### src/rtl/load_store_unit_if.sv
// Request, data-memory and writeback signals of the load/store unit.
// slave is the unit's own view; master is the execute stage plus data memory.
interface load_store_unit_if;
    // execute-stage request
    logic        req_valid;
    logic        req_ready;
    logic [31:0] addr;
    logic [31:0] wdata;
    logic [2:0]  funct3;
    logic        is_store;
    logic [4:0]  rd;
    // data memory bus
    logic        mem_valid;
    logic        mem_ready;
    logic [31:0] mem_addr;
    logic        mem_we;
    logic [3:0]  mem_wstrb;
    logic [31:0] mem_wdata;
    logic [31:0] mem_rdata;
    // writeback response
    logic        resp_valid;
    logic [31:0] resp_data;
    logic [4:0]  resp_rd;
    logic        resp_misaligned;
    logic        resp_buserr;

    modport slave (
        input  req_valid, addr, wdata, funct3, is_store, rd, mem_ready, mem_rdata,
        output req_ready, mem_valid, mem_addr, mem_we, mem_wstrb, mem_wdata,
               resp_valid, resp_data, resp_rd, resp_misaligned, resp_buserr
    );

    modport master (
        output req_valid, addr, wdata, funct3, is_store, rd, mem_ready, mem_rdata,
        input  req_ready, mem_valid, mem_addr, mem_we, mem_wstrb, mem_wdata,
               resp_valid, resp_data, resp_rd, resp_misaligned, resp_buserr
    );
endinterface

### src/rtl/load_store_unit.sv
// RV32I load/store unit: one outstanding access, alignment check,
// byte-lane steering, load extension and a memory timeout.
module load_store_unit #(
    parameter int unsigned TIMEOUT = 16
) (
    input  logic             clk,
    input  logic             reset,
    load_store_unit_if.slave bus
);
    localparam int unsigned CNT_W = 8;

    typedef enum logic [1:0] {
        IDLE = 2'd0,
        MEM  = 2'd1,
        RESP = 2'd2
    } state_t;

    state_t             state, state_d;
    logic [CNT_W-1:0]   cnt, cnt_d;
    logic [1:0]         addr_lo, addr_lo_d;
    logic [2:0]         funct3_q, funct3_d;
    logic [4:0]         rd_q, rd_d;

    logic               mem_valid_d;
    logic               mem_we_d;
    logic [3:0]         mem_wstrb_d;
    logic [31:0]        mem_addr_d;
    logic [31:0]        mem_wdata_d;
    logic               resp_valid_d;
    logic [31:0]        resp_data_d;
    logic [4:0]         resp_rd_d;
    logic               resp_misaligned_d;
    logic               resp_buserr_d;

    logic               fault_c;
    logic [3:0]         strb_c;
    logic [31:0]        wdata_c;
    logic [31:0]        lane_c;
    logic [31:0]        load_data_c;

    assign bus.req_ready = (state == IDLE) && !reset;

    // Illegal width encodings and misaligned addresses fault without a bus access
    always_comb begin
        fault_c = 1'b0;
        case (bus.funct3)
            3'b000, 3'b100: fault_c = 1'b0;
            3'b001, 3'b101: fault_c = bus.addr[0];
            3'b010:         fault_c = (bus.addr[1:0] != 2'b00);
            default:        fault_c = 1'b1;
        endcase
        if (bus.is_store && bus.funct3[2]) begin
            fault_c = 1'b1;
        end
    end

    // Store byte-enable and data replication across lanes
    always_comb begin
        strb_c  = 4'b0000;
        wdata_c = 32'h0;
        if (bus.is_store) begin
            case (bus.funct3[1:0])
                2'b00: begin
                    strb_c  = 4'b0001 << bus.addr[1:0];
                    wdata_c = {4{bus.wdata[7:0]}};
                end
                2'b01: begin
                    strb_c  = bus.addr[1] ? 4'b1100 : 4'b0011;
                    wdata_c = {2{bus.wdata[15:0]}};
                end
                default: begin
                    strb_c  = 4'b1111;
                    wdata_c = bus.wdata;
                end
            endcase
        end
    end

    // Shift the addressed lane down to bit 0 and sign/zero extend it
    always_comb begin
        lane_c = bus.mem_rdata >> {addr_lo, 3'b000};
        case (funct3_q)
            3'b000:  load_data_c = {{24{lane_c[7]}},  lane_c[7:0]};
            3'b001:  load_data_c = {{16{lane_c[15]}}, lane_c[15:0]};
            3'b100:  load_data_c = {24'h0, lane_c[7:0]};
            3'b101:  load_data_c = {16'h0, lane_c[15:0]};
            default: load_data_c = bus.mem_rdata;
        endcase
    end

    // Next state and next values of all registered outputs
    always_comb begin
        state_d           = state;
        cnt_d             = cnt;
        addr_lo_d         = addr_lo;
        funct3_d          = funct3_q;
        rd_d              = rd_q;
        mem_valid_d       = bus.mem_valid;
        mem_we_d          = bus.mem_we;
        mem_wstrb_d       = bus.mem_wstrb;
        mem_addr_d        = bus.mem_addr;
        mem_wdata_d       = bus.mem_wdata;
        resp_valid_d      = 1'b0;
        resp_data_d       = 32'h0;
        resp_rd_d         = 5'd0;
        resp_misaligned_d = 1'b0;
        resp_buserr_d     = 1'b0;

        case (state)
            IDLE: begin
                if (bus.req_valid) begin
                    rd_d      = bus.rd;
                    funct3_d  = bus.funct3;
                    addr_lo_d = bus.addr[1:0];
                    cnt_d     = '0;
                    if (fault_c) begin
                        state_d           = RESP;
                        resp_valid_d      = 1'b1;
                        resp_misaligned_d = 1'b1;
                        resp_rd_d         = bus.rd;
                    end else begin
                        state_d     = MEM;
                        mem_valid_d = 1'b1;
                        mem_addr_d  = {bus.addr[31:2], 2'b00};
                        mem_we_d    = bus.is_store;
                        mem_wstrb_d = strb_c;
                        mem_wdata_d = wdata_c;
                    end
                end
            end
            MEM: begin
                // a ready on the final allowed cycle still completes normally
                if (bus.mem_ready) begin
                    state_d      = RESP;
                    mem_valid_d  = 1'b0;
                    resp_valid_d = 1'b1;
                    resp_rd_d    = rd_q;
                    resp_data_d  = bus.mem_we ? 32'h0 : load_data_c;
                end else if (cnt == CNT_W'(TIMEOUT - 1)) begin
                    state_d       = RESP;
                    mem_valid_d   = 1'b0;
                    resp_valid_d  = 1'b1;
                    resp_rd_d     = rd_q;
                    resp_buserr_d = 1'b1;
                end else begin
                    cnt_d = cnt + 1'b1;
                end
            end
            RESP: begin
                state_d = IDLE;
            end
            default: begin
                state_d = IDLE;
            end
        endcase
    end

    // State, request capture and output registers
    always_ff @(posedge clk) begin
        if (reset) begin
            state               <= IDLE;
            cnt                 <= '0;
            addr_lo             <= 2'b00;
            funct3_q            <= 3'b000;
            rd_q                <= 5'd0;
            bus.mem_valid       <= 1'b0;
            bus.mem_we          <= 1'b0;
            bus.mem_wstrb       <= 4'b0000;
            bus.mem_addr        <= 32'h0;
            bus.mem_wdata       <= 32'h0;
            bus.resp_valid      <= 1'b0;
            bus.resp_data       <= 32'h0;
            bus.resp_rd         <= 5'd0;
            bus.resp_misaligned <= 1'b0;
            bus.resp_buserr     <= 1'b0;
        end else begin
            state               <= state_d;
            cnt                 <= cnt_d;
            addr_lo             <= addr_lo_d;
            funct3_q            <= funct3_d;
            rd_q                <= rd_d;
            bus.mem_valid       <= mem_valid_d;
            bus.mem_we          <= mem_we_d;
            bus.mem_wstrb       <= mem_wstrb_d;
            bus.mem_addr        <= mem_addr_d;
            bus.mem_wdata       <= mem_wdata_d;
            bus.resp_valid      <= resp_valid_d;
            bus.resp_data       <= resp_data_d;
            bus.resp_rd         <= resp_rd_d;
            bus.resp_misaligned <= resp_misaligned_d;
            bus.resp_buserr     <= resp_buserr_d;
        end
    end
endmodule

### src/flat_wrapper.sv
// flat-port wrapper written by rule: the top's interface ports become plain ports
module load_store_unit_flat 
#(
    parameter int unsigned TIMEOUT = 16
)
  (clk, reset, bus_req_valid, bus_addr, bus_wdata, bus_funct3, bus_is_store, bus_rd, bus_mem_ready, bus_mem_rdata, bus_req_ready, bus_mem_valid, bus_mem_addr, bus_mem_we, bus_mem_wstrb, bus_mem_wdata, bus_resp_valid, bus_resp_data, bus_resp_rd, bus_resp_misaligned, bus_resp_buserr);
  load_store_unit_if bus_i ();
  input  logic clk;
  input  logic reset;
  input wire logic [$bits(bus_i.req_valid)-1:0] bus_req_valid;
  input wire logic [$bits(bus_i.addr)-1:0] bus_addr;
  input wire logic [$bits(bus_i.wdata)-1:0] bus_wdata;
  input wire logic [$bits(bus_i.funct3)-1:0] bus_funct3;
  input wire logic [$bits(bus_i.is_store)-1:0] bus_is_store;
  input wire logic [$bits(bus_i.rd)-1:0] bus_rd;
  input wire logic [$bits(bus_i.mem_ready)-1:0] bus_mem_ready;
  input wire logic [$bits(bus_i.mem_rdata)-1:0] bus_mem_rdata;
  output wire logic [$bits(bus_i.req_ready)-1:0] bus_req_ready;
  output wire logic [$bits(bus_i.mem_valid)-1:0] bus_mem_valid;
  output wire logic [$bits(bus_i.mem_addr)-1:0] bus_mem_addr;
  output wire logic [$bits(bus_i.mem_we)-1:0] bus_mem_we;
  output wire logic [$bits(bus_i.mem_wstrb)-1:0] bus_mem_wstrb;
  output wire logic [$bits(bus_i.mem_wdata)-1:0] bus_mem_wdata;
  output wire logic [$bits(bus_i.resp_valid)-1:0] bus_resp_valid;
  output wire logic [$bits(bus_i.resp_data)-1:0] bus_resp_data;
  output wire logic [$bits(bus_i.resp_rd)-1:0] bus_resp_rd;
  output wire logic [$bits(bus_i.resp_misaligned)-1:0] bus_resp_misaligned;
  output wire logic [$bits(bus_i.resp_buserr)-1:0] bus_resp_buserr;
  assign bus_i.req_valid = bus_req_valid;
  assign bus_i.addr = bus_addr;
  assign bus_i.wdata = bus_wdata;
  assign bus_i.funct3 = bus_funct3;
  assign bus_i.is_store = bus_is_store;
  assign bus_i.rd = bus_rd;
  assign bus_i.mem_ready = bus_mem_ready;
  assign bus_i.mem_rdata = bus_mem_rdata;
  assign bus_req_ready = bus_i.req_ready;
  assign bus_mem_valid = bus_i.mem_valid;
  assign bus_mem_addr = bus_i.mem_addr;
  assign bus_mem_we = bus_i.mem_we;
  assign bus_mem_wstrb = bus_i.mem_wstrb;
  assign bus_mem_wdata = bus_i.mem_wdata;
  assign bus_resp_valid = bus_i.resp_valid;
  assign bus_resp_data = bus_i.resp_data;
  assign bus_resp_rd = bus_i.resp_rd;
  assign bus_resp_misaligned = bus_i.resp_misaligned;
  assign bus_resp_buserr = bus_i.resp_buserr;
  load_store_unit #(.TIMEOUT(TIMEOUT)) u_core (.clk(clk), .reset(reset), .bus(bus_i));
endmodule
### config.mk
export PLATFORM = sky130hd
export DESIGN_NAME = load_store_unit_flat
export DESIGN_NICKNAME = d
export VERILOG_FILES = /design/src/rtl/load_store_unit_if.sv /design/src/rtl/load_store_unit.sv /design/src/flat_wrapper.sv
export SDC_FILE = /design/constraint.sdc
export NUM_CORES = 1
export LEC_CHECK = 0
export ABC_AREA = 1
export BUFFER_PORTS_ARGS = -buffer_cell sky130_fd_sc_hd__buf_2
export CELL_PAD_IN_SITES_DETAIL_PLACEMENT = 0
export CELL_PAD_IN_SITES_GLOBAL_PLACEMENT = 1
export CORE_MARGIN = 4
export CORE_UTILIZATION = 36
export CTS_CLUSTER_SIZE = 14
export DETAILED_ROUTE_END_ITERATION = 12
export GPL_TIMING_DRIVEN = 0
export PLACE_DENSITY = 0.91
export SYNTH_ARGS = -nofsm -noshare
export SYNTH_HDL_FRONTEND = slang
export SYNTH_SLANG_ARGS = --single-unit
### constraint.sdc
create_clock -name clk -period 4.3 [get_ports clk]
set_input_delay 1.075 -clock clk [delete_from_list [all_inputs] [get_ports clk]]
set_output_delay 1.075 -clock clk [all_outputs]
set_load 0.02 [all_outputs]
### After elaboration in Yosys (flattened, before gate mapping)

Cells that the tools add are included.
W data, S select, Z words.

* bits in registers: 128
* input port bits: 109
* word-level logic and storage cells: 88

* add/sub/neg operators: 1
* equality and inequality tests: 15
* shifts and indexed selects: 2
* muxes and demuxes: 32
* bitwise operators: 4
* reductions and logical operators: 19

Operators by type and width (count)
* $pmux W32 S4: 1
* $pmux W32 S2: 1
* $mux W32: 1
* $shr A32 B5 Y16: 1
* $mux W8: 3
* $mux W5: 4
* $pmux W8 S2: 1
* $eq A3 B3 Y1 const B: 4
* $pmux W5 S2: 1
* $mux W1: 9
* $add A8 B1 Y8 const B: 1
* $eq A8 B4 Y1 const B: 1
* $mux W2: 4
* $mux W4: 2
* $ne A2 B2 Y1 const B: 4
* $pmux W4 S2: 1
* $reduce_and A4 Y1: 2
* $eq A3 B1 Y1 const B: 2
* $logic_not A3 Y1: 2
* $reduce_or A2 Y1: 3
* $eq A2 B1 Y1 const B: 2
* $logic_not A2 Y1: 2
* $not A1 Y1: 4
* $pmux W1 S2: 2
* other kinds (12): 15

### Longest topological paths before layout

* depth in word-level cells: 7
* depth in mapped cells: 10
* mapped depth without buffers: 8

### Worst setup path after synthesis

No wires, ideal clock.

* path kind: input port to output port
* start point: in reset
* end point: out bus_req_ready
* arrival: 1.569 ns
* data required time: 3.225 ns
* setup slack: 1.656 ns
* cell stages on the path: 2
* path through: clkbuf_1 > nor2_1

* cells in the longest elaborated chain, start to end: 2

RTL lines
* start, declared: RTL line flat_wrapper.sv:9 `input logic reset;`
* $logic_not A1 Y1: RTL line load_store_unit.sv:41 `assign bus.req_ready = (state == IDLE) && !reset;`
* $logic_and A1 B1 Y1: RTL line load_store_unit.sv:41
* end, declared: RTL line flat_wrapper.sv:18 `output wire logic [$bits(bus_i.req_ready)-1:0] bus_req_ready;`

No other way between the ends.

### Worst setup path after layout

Same ends and word-level chain as after synthesis.

==> flow_metrics.env <==
export IMPL_max_cap_viol_count=0
export IMPL_start_kind="input pin"
export IMPL_grt_max_degree=17
export IMPL_cp_cell_sequence="buf_2, clkbuf_1, nor2_1, buf_2"
export IMPL_synth_main_ff_cell="dfxtp_1"
export IMPL_peakVddDrop_mv=0.247
export IMPL_cp_required_ns=3.22
export IMPL_nets=1164
export IMPL_r2r_worst_path_cells=8
export IMPL_layout_commonest_cell="buf_2"
export IMPL_slowest_delay_ns=0.42
export IMPL_postCtsSetupBuffers=0
export IMPL_io_pins=220
export IMPL_cp_endpoint="bus_req_ready"
export IMPL_hp_class="reg -> reg"
export IMPL_wl_microns=18600
export IMPL_start_util_pct=37.0
export IMPL_clock_path_buffers=2
export IMPL_worstSetupEndpointType="primary output"
export IMPL_grt_remaining_overflow=0
export IMPL_fin_area_sq_um=7600
export IMPL_drt_initial_drc_count=429
export IMPL_r2r_slack_ns=2.47
export IMPL_powerDensity_nw_per_um2=425
export IMPL_fin_crit_ns=2.95
export IMPL_power_leakage_nw=3.71
export IMPL_die_w_microns=133
export IMPL_cts_hold_buf=0
export IMPL_path_delay_family="buffers and inverters"
export IMPL_setup_tns_final_ns=0
export IMPL_run_status="finished, final reports clean"
export IMPL_synth_top_area_share_pct=45.4
export IMPL_critPathMaxFanout=10
export IMPL_cts_sinks=128
export IMPL_drt_first_pass_iters=5
export IMPL_cts_root_buffer="clkbuf_16"
export IMPL_fmax_mhz=339
export IMPL_synth_edf_count=0
export IMPL_avgSynthCellArea_sq_um=6.90
export IMPL_via_count=6055
export IMPL_slowest_stage="clkbuf_1"
export IMPL_first_global_vias=5750
export IMPL_power_share_clock_pct=46.2
export IMPL_dp_hpwl_microns=14300
export IMPL_period_share_pct=68.6
export IMPL_clk_latency_ns=0.42
export IMPL_r2r_start="u_core.cnt[0]$_SDFFE_PP0P_"
export IMPL_finalHoldViolations=0
export IMPL_synth_seq_cells=128
export IMPL_timing_rr_end="u_core.cnt[6]$_SDFFE_PP0P_"
export IMPL_synthCells=818
export IMPL_synth_seq_area_share_pct=45.4
export IMPL_p_switching_uw=854
export IMPL_synth_async_sr_flop_share_pct=0
export IMPL_slew_headroom_pct=62.8
export IMPL_rows=45
export IMPL_grt_total_usage_pct=20.6
export IMPL_drive_above_1_share_pct=27.3
export IMPL_dieHeight_microns=133
export IMPL_crit_start="reset"
export IMPL_slew_violations=0
export IMPL_cts_resized=0
export IMPL_grt_pass1_wl_microns=29400
export IMPL_dieArea_sq_um=17700
export IMPL_yosysUniqueCellTypes=29
export IMPL_mappedNetlistArea_sq_um=5640
export IMPL_antenna_left=0
export IMPL_via_per_inst=4.75
export IMPL_hold_slack_ns=0.445
export IMPL_cts_made_buffers=17
export IMPL_setup_violations=0
export IMPL_path_class="in -> out"
export IMPL_crit_path_frequent_cell="buf_2"
export IMPL_netlist_top_cells_area="dfxtp_1 45%, nand2_1 11%, nor2_1 9.9%"
export IMPL_switching_share_pct=26.4
export IMPL_drt_wirelength_per_cell_microns=14.5
export IMPL_port_buffers=216
export IMPL_insertedDiodeCount=0
export IMPL_comb_power_share_pct=14.8
export IMPL_area_delta_synth_final_pct=34.7
export IMPL_worst_pin_slew_ns=0.558
export IMPL_htreeDepth=4
export IMPL_core_area_sq_um=15300
export IMPL_synth_largest_area_cell="dfxtp_1"
export IMPL_place_congestion=0.879
export IMPL_p_seq_share_pct=38.9
export IMPL_clkTransAtPathRegs_ns=0.05
export IMPL_antenna_found_initial=2
export IMPL_worst_clock_skew_ns=0.00800
export IMPL_path_buf_inv=3
export IMPL_rsz0062_at_grt="no"
export IMPL_synth_warnings=0
export IMPL_path_depth=4
export IMPL_arrival_ns=1.88
export IMPL_postPlaceCellArea_sq_um=6990
export IMPL_cts_tree="built"
export IMPL_power_total_mw=3.23
export IMPL_drc=0
export IMPL_mostFrequentLayoutCells="228 x buf_2, 164 x nand2_1, 149 x nor2_1"
export IMPL_internal_power_mw=2.38
[state kept, by name (all words and copies together), names as in the netlist, 2 cells and up]
signal	count
u_core.bus.mem_addr	30
u_core.bus.mem_wstrb	4
u_core.bus.mem_wdata	32
u_core.funct3_q	3
u_core.cnt	8
u_core.rd_q	5
u_core.addr_lo	2
u_core.bus.resp_data	32
u_core.state	2
u_core.bus.resp_rd	5
[power groups by stage]
stage | sequential, mW | combinational, mW | clock, mW
6_report | 1.26 | 0.480 | 1.49
5_1_grt | 1.26 | 0.534 | 1.57
4_1_cts | 1.26 | 0.480 | 1.52
3_5_place_dp | 1.28 | 0.478 | 0
3_3_place_gp | 1.28 | 0.479 | 0
2_1_floorplan | 1.33 | 0.254 | 0
[worst min path at each step]
| stage | from | end | slack (ns) | depth (start not counted) |
|---|---|---|---|---|
| after floorplan | u_core.state[1]$_SDFFE_PP0P_ | u_core.bus.resp_buserr$_SDFF_PP0_ | 0.42 | 1 |
| after global placement | u_core.state[1]$_SDFFE_PP0P_ | u_core.bus.resp_buserr$_SDFF_PP0_ | 0.43 | 1 |
| after detailed placement | u_core.state[1]$_SDFFE_PP0P_ | u_core.bus.resp_buserr$_SDFF_PP0_ | 0.44 | 1 |
| after CTS | u_core.state[1]$_SDFFE_PP0P_ | u_core.bus.resp_buserr$_SDFF_PP0_ | 0.45 | 1 |
| after global routing | u_core.state[1]$_SDFFE_PP0P_ | u_core.bus.resp_buserr$_SDFF_PP0_ | 0.48 | 1 |
| final | u_core.state[1]$_SDFFE_PP0P_ | u_core.bus.resp_buserr$_SDFF_PP0_ | 0.45 | 1 |
[Yosys cell counts, types with 3 or more instances]
master / count
nand3_1: 94
buf_6: 6
dfxtp_1: 128
inv_1: 47
nand2_2: 3
nor2_1: 149
buf_2: 12
nand2_1: 164
o21ai_0: 82
o31ai_1: 7
buf_1: 5
inv_2: 9
buf_4: 9
clkbuf_1: 21
a21oi_1: 65
[layout make-up]
class	instances	area [sq um]
Fill cell	1606	7660
Multi-Input combinational cell	582	2580
Sequential cell	128	2560
Timing Repair Buffer	216	1080
Clock buffer	19	443
Buffer	53	293
Tap cell	211	264
Inverter	56	210
Clock inverter	11	165
[per-layer routing]
| layer | track usage [%] | vias to the layer above | share of wire [%] |
|---|---|---|---|
| met3 | 7.10 | 37 | 9.2 |
| met2 | 33.6 | 226 | 46 |
| met1 | 25.2 | 2676 | 42 |
| met4 | 7.43 | 4 | 2.4 |
| met5 | 0 | - | 0.075 |
| li1 | - | 3112 | - |
[kinds of logic after synthesis]
| family | share of synthesized area [%] |
|---|---|
| simple gates | 31.0 |
| compound gates | 14.4 |
| flops | 45.4 |
| buf+inv | 8.91 |
| fa+ha+maj | 0.222 |
| other cells | 0.0664 |
[metrics by stage]
step                cells  util [%]  setup WS [ns]
floorplan             819         -           1.66
global placement     1246      45.8           1.32
detailed placement   1246      45.8           1.31
CTS                  1276      49.8           1.32
global route         1276      49.8           1.28
finish               1276      49.8           1.35
Note: power is estimated with default switching activity, not from simulation.
